### src/rtl/f_pc_sched.sv
// f_pc_sched: fetch-stage PC scheduler; owns F_PC and chooses PC+4, a D-stage redirect, or hold.
// Latency: a redirect sampled in cycle N is on F_PC in N+1; PC4 and fetch_exc are combinational.
// Backpressure: stall holds F_PC; a redirect seen while stalled is latched (pend) and applied on release.
//
// Optional feature: define PC_CHECK_EN to enable fetch-address range/alignment checking
// (fetch_exc plus forced redirect to EXC_PC). Undefined: fetch_exc tied 0.
//
// Ports:
//   clk, reset          clock, synchronous active-high reset
//   stall               hold F_PC this cycle
//   redir_valid/target  D-stage branch/jal/jr redirect
//   F_PC, PC4           registered fetch address and its +4 successor
//   pend                redirect latched and waiting for stall release
//   cnt_cycle/stall/redir  debug performance counters (wrap at 2^CNT_W)
//   fetch_exc           F_PC illegal this cycle
module f_pc_sched #(
  parameter logic [31:0] RESET_PC = 32'h0000_3000,
  parameter int unsigned CNT_W    = 32,
  parameter logic [31:0] PC_LO    = 32'h0000_3000,
  parameter logic [31:0] PC_HI    = 32'h0000_6FFC,
  parameter logic [31:0] EXC_PC   = 32'h0000_4180
) (
  input  logic             clk,
  input  logic             reset,
  input  logic             stall,
  input  logic             redir_valid,
  input  logic [31:0]      redir_target,
  output logic [31:0]      F_PC,
  output logic [31:0]      PC4,
  output logic             pend,
  output logic [CNT_W-1:0] cnt_cycle,
  output logic [CNT_W-1:0] cnt_stall,
  output logic [CNT_W-1:0] cnt_redir,
  output logic             fetch_exc
);

  typedef enum logic {
    RUN  = 1'b0,
    PEND = 1'b1
  } state_t;

  state_t      state_q, state_d;
  logic [31:0] pc_q, pc_d;
  logic [31:0] tgt_q, tgt_d;
  logic        redir_inc;
  logic        exc_w;

`ifdef PC_CHECK_EN
  assign exc_w = (pc_q[1:0] != 2'b00) | (pc_q < PC_LO) | (pc_q > PC_HI);
`else
  logic unused_cfg;
  assign exc_w      = 1'b0;
  assign unused_cfg = ^{PC_LO, PC_HI, EXC_PC};
`endif

  // State register, PC, latched target and counters.
  always_ff @(posedge clk) begin
    if (reset) begin
      state_q   <= RUN;
      pc_q      <= RESET_PC;
      tgt_q     <= 32'h0;
      cnt_cycle <= '0;
      cnt_stall <= '0;
      cnt_redir <= '0;
    end else begin
      state_q   <= state_d;
      pc_q      <= pc_d;
      tgt_q     <= tgt_d;
      cnt_cycle <= cnt_cycle + CNT_W'(1);
      if (stall)     cnt_stall <= cnt_stall + CNT_W'(1);
      if (redir_inc) cnt_redir <= cnt_redir + CNT_W'(1);
    end
  end

  // Next-state / next-PC selection.
  always_comb begin
    state_d   = state_q;
    pc_d      = pc_q;
    tgt_d     = tgt_q;
    redir_inc = 1'b0;
    if (exc_w && !stall) begin
      // Exception vector beats every redirect and is not counted as one.
      pc_d    = EXC_PC;
      state_d = RUN;
    end else begin
      case (state_q)
        RUN: begin
          if (stall) begin
            if (redir_valid) begin
              tgt_d   = redir_target;
              state_d = PEND;
            end
          end else if (redir_valid) begin
            pc_d      = redir_target;
            redir_inc = 1'b1;
          end else begin
            pc_d = pc_q + 32'd4;
          end
        end
        PEND: begin
          if (stall) begin
            // A younger redirect replaces the one already waiting.
            if (redir_valid) tgt_d = redir_target;
          end else begin
            pc_d      = redir_valid ? redir_target : tgt_q;
            redir_inc = 1'b1;
            state_d   = RUN;
          end
        end
        default: state_d = RUN;
      endcase
    end
  end

  // Outputs.
  always_comb begin
    F_PC      = pc_q;
    PC4       = pc_q + 32'd4;
    pend      = (state_q == PEND);
    fetch_exc = exc_w;
  end

endmodule

### config.mk
export PLATFORM = sky130hd
export DESIGN_NAME = f_pc_sched
export DESIGN_NICKNAME = d
export VERILOG_FILES = /design/src/rtl/f_pc_sched.sv
export SDC_FILE = /design/constraint.sdc
export NUM_CORES = 1
export LEC_CHECK = 0
export CAP_MARGIN = 5
export CORE_UTILIZATION = 38
export CTS_CLUSTER_SIZE = 12
export DETAILED_ROUTE_END_ITERATION = 8
export MAX_ROUTING_LAYER = met4
export PLACE_DENSITY = 0.72
export SYNTH_ARGS = -nofsm -noshare
export SYNTH_HDL_FRONTEND = slang
export SYNTH_SLANG_ARGS = --single-unit
### constraint.sdc
create_clock -name clk -period 2.8 [get_ports clk]
set_input_delay 0.56 -clock clk [delete_from_list [all_inputs] [get_ports clk]]
set_output_delay 0.56 -clock clk [all_outputs]
set_load 0.02 [all_outputs]
Yosys cells after proc, flatten, opt, wreduce, memory -nomap -nowiden
Cells that the tools add are included.
{ "totals": {"ff_bits": 161, "in_bits": 36, "output_inout_bits": 162, "wordCells": 27} }
{ "op_classes": {"addsub": 4, "n_eq_ne": 2, "mux": 13, "n_bitwise": 1, "reduce_logical": 1} }
{ "ops": {"columns": ["operator", "count"], "rows": [
  ["$mux W32", 5],
  ["$add A32 B1 Y32 const B", 3],
  ["$pmux W32 S2", 1],
  ["$add A32 B3 Y32 const B", 1],
  ["$mux W1", 5],
  ["$ne A2 B2 Y1 const B", 2],
  ["$pmux W1 S2", 2],
  ["$reduce_and A2 Y1", 1],
  ["$not A1 Y1", 1]
]} }

Logic depth before layout (Yosys ltp)
{ "depth": {"word_depth": 4, "depth_mapped": 8, "mapped_depth_nobuf": 6} }

Worst setup path before layout
No wires, ideal clock.
{ "synth_path": {"kind": "reg2out", "startpoint": "reg pc_q[2] (netlist: F_PC[2])", "endpoint": "out PC4[30]", "arrival_ns": 2.326, "required_ns": 2.240, "setup_slack_ns": -0.086, "path_stages_with_launch": 7, "n_path_buf": 1, "path_cell_list": "dfxtp_1 ha_1 nand2_1 or3_1 clkbuf_1 or4_4 xnor2_1"} }
{ "synth_via": {"elab_chain_len": 1} }
{ "synth_lines": {"columns": ["element", "line_no", "rtl"], "rows": [
  ["from (decl)", "43", "logic [31:0] pc_q, pc_d;"],
  ["from (signal assigned)", "67", "pc_q <= pc_d;"],
  ["$add A32 B3 Y32", "118", "PC4 = pc_q + 32'd4;"],
  ["to (decl)", "29", "output logic [31:0] PC4,"]
]} }
Every way passes these cells.

Final worst setup path
{ "layout_path": {"startpoint": "reg pc_q[3] (netlist: F_PC[3])", "endpoint": "out PC4[30]"} }
The elaborated chain is that of the path after synthesis.

==> metrics.md <==
| Metric | Value |
|---|---|
| Layout area overhead | 41.65% |
| Register area | between 3000 and 4000 sq um |
| Port Buf Inserts | 196 |
| Die Y | approximately 150 um |
| Initial antenna violation count | 2 |
| Multi-input gate area | 4553 sq um |
| Worst skew pair latency | 0.42 ns |
| Critical setup path kind | flip-flop to output port |
| Die Footprint | 21690 sq um |
| Most common cell after layout, fill and taps aside | clkdlybuf4s50_1 |
| Internal Pwr Total | 4.266 mW |
| Average size of a mapped cell | between 7 and 8 sq um |
| Final Max Tran Viols | 0 |
| First-pass GRT wire length | 37260 um |
| Count of final hold-check violations | 0 |
| VDD IR max | 0.3565 mV |
| Sequential element share of the synthesized area | 0.4018 |
| Drt total wl | about 24000 um |
| Layout cells sized above 1 | 0.1197 |
| TritonCTS clock tree | built |
| Starting DRC count in detailed routing | ~450 |
| Final setup viols | 1 |
| Slew @ Worst Pin | around 0.70 ns |
| Hold/Removal Path Class | flip-flop to flip-flop |
| Met1 GRT Util | 0.2779 |
| Nets | 1290 |
| Total number of vias | 8110 |
| Fin crit period | 2.861 ns |
| Slew headroom | 0.5327 |
| GRT met3 Usage | 0.05590 |
| Drt pass-1 iters | 4 |
| Mapped Area | around 8000 sq um |
| Slowest Stage Delay on Critical Path | 0.59 ns |
| CTS Buf Count | 17 |
| Clk_skew | around 0.011 ns |
| Number of global-route vias before repair | 7244 |
| Vias per inst | 5.287 |
| Die Width | about 150 um |
| Achievable Freq | 349.5 MHz |
| Synth warnings | 0 |
| Dpl cell area | around 11000 sq um |
| Crit path capture type | output port |
| Total GRT Usage | 0.2194 |
| Synthesized netlist net count | 1073 |
| Fill count | 1905 |
| Clock Power Share | 0.461 |
| Core Box Area | 20490 sq um |
| Reg power frac | 0.421 |
| DRC | 0 |
| Clock sink count | 161 |
| Initial cell density of the core | 0.3914 |
| Status | finished, violations left |
| Critical Path RT | 2.24 ns |
| Largest net degree at the start of global routing | 152 |
| Cell Pwr Density | 500.3 nW/um^2 |
| Fin crit share | 1.022 |
| Cells after Synth | approximately 1000 |
| # rows | 52 |
| Total power | 5.684 mW |
| Placed cell count | 1496 |
| Bufs on Longest Clock Path | 2 |
| Slowest cell on the critical path | or4_4 |
| P_sw | 1.419 mW |
| Most frequent cells in the layout | clkdlybuf4s50_1, dfxtp_1, nand2_1, nor2_1, a21oi_1 |
| Violated checks | setup timing |
| Lkg Pwr | 4.032 nW |
| Final global-route overflow total | 0 |
| Switching Share | 0.2496 |
| Gpl congestion | 0.8965 |
| Htree depth | 4 |
| Startpoint types | flip-flop |
| CP arrival | roughly 2.3 ns |
| Gate power share | 0.118 |
| Routed len/inst | 15.45 um |
| Worst Slack Setup Final | -0.06123 ns |
| RSZ-0062 raised after global routing | yes |
| Fin cells | 1534 |
| HPWL after detailed placement | around 17000 um |
| Cell variety after synth | 53 |
| Number of flops mapped to enable cells by yosys | 0 |
| Synth Register Bits | 161 |
| Top FF cell, synth | dfxtp_1 |
| Worst path cell trace | ha_4, nand2_4, or3_4, or4_4, xnor2_2, buf_4 |
| Ys async rst share | 0 |
| M2 GR Usage | 0.3403 |
| I/O pin cnt | 198 |
| Final instance area | around 11000 sq um |
| Root Buffer | clkbuf_16 |
| Detail Route Antenna Nets | 0 |
| CP Max Fanout | 3 |
| Max-cap viol count | 0 |
| GR peak layer | met2 |
| Clock Pin Slew Worst Setup and Hold Paths | roughly 0.070 ns |
flip-flops by register name (all words and copies together), names as in the netlist:
name and cells:
cnt_stall 32, cnt_cycle 32, pend 1, F_PC 32
tgt_q 32, cnt_redir 32
critical path, delay by kind of cell, from the launching register on:
| kind | cells | cell delay (ns) |
|---|---|---|
| adders and majority gates | 1 | 0.15 |
| DFF | 1 | 0.36 |
| xor gates and xnor gates | 1 | 0.16 |
| buffers and inverters | 1 | 0.15 |
| and+or+nand+nor | 3 | 1.06 |
logic make-up after synthesis:
logic type | Yosys count | share of synthesized area
compound gates | 179 | 0.1306
xor+xnor | 99 | 0.1081
fa+ha+maj | 4 | 0.006240
buf+inv | 98 | 0.04773
flops | 161 | 0.4018
mux | 12 | 0.01529
other cells | 1 | 0.0004675
simple gates | 479 | 0.2898
what timing repair did:
| action | in CTS | in global routing |
|---|---|---|
| endpoints found under the setup margin | 24 | 19 |
| setup buffers | 0 | 5 |
| hold buffers | 0 | 0 |
| pin swaps | 5 | 7 |
| resized for setup | 77 | 26 |
synthesized netlist by cell type (17+ instances only):
cell type	n	area share
o21ai_0	33	0.021
nand4_1	34	0.027
or3_1	23	0.018
nor3_1	31	0.019
nor4_1	32	0.025
clkbuf_1	55	0.026
nor2_1	116	0.054
xor2_1	26	0.028
nand2_1	146	0.068
a21oi_1	94	0.059
dfxtp_1	161	0.40
xnor2_1	73	0.080
inv_1	29	0.014
and4_1	17	0.019
nand3_1	38	0.024
layout make-up:
cell class / instances / share of cell area
diodes: 2 / 0.0004405
clock buffers: 18 / 0.03865
clock inverters: 13 / 0.01971
inverters: 30 / 0.009911
multi-input cells: 774 / 0.4007
flip-flops and latches: 161 / 0.2848
well taps: 270 / 0.02973
repair buffers: 266 / 0.2161
power groups by stage:
stage / clock network [mW] / logic (mW) / registers, mW
global route: 2.78 / 0.720 / 2.40
floorplan: 0 / 0.294 / 2.50
finish: 2.62 / 0.668 / 2.39
detailed placement: 0 / 0.675 / 2.44
CTS: 2.68 / 0.668 / 2.39
global placement: 0 / 0.670 / 2.44
per-layer routing:
metal  wire length (um)  up-vias
met5                  0        -
met3               1654       25
met1              10580     3791
met2              11080      269
li1                   -     4025
met4                390        0
final timing paths:
path / startpoint / end / slack (ns) / cells after the start
worst max-delay path: F_PC[3] / PC4[30] / -0.06 / 6
worst min-delay path: tgt_q[13] / tgt_q[13] / 0.45 / 2
worst max register to register: cnt_cycle[3] / cnt_cycle[31] / 0.45 / 6
worst min register to register: tgt_q[13] / tgt_q[13] / 0.45 / 2
through the flow:
stage / setup WS (ns) / setup TNS, ns / utilization / hold WS [ns]
after floorplan: 0.01842 / 0 / - / 0.4357
after global placement: -0.1172 / -0.2621 / 0.5162 / 0.4416
final: -0.06123 / -0.06123 / 0.5544 / 0.4545
after global routing: -0.1199 / -0.3145 / 0.5544 / 0.4755
after CTS: -0.07676 / -0.07676 / 0.5513 / 0.4559
after detailed placement: -0.1690 / -0.5448 / 0.5162 / 0.4467
(Power assumes the default switching activity.)
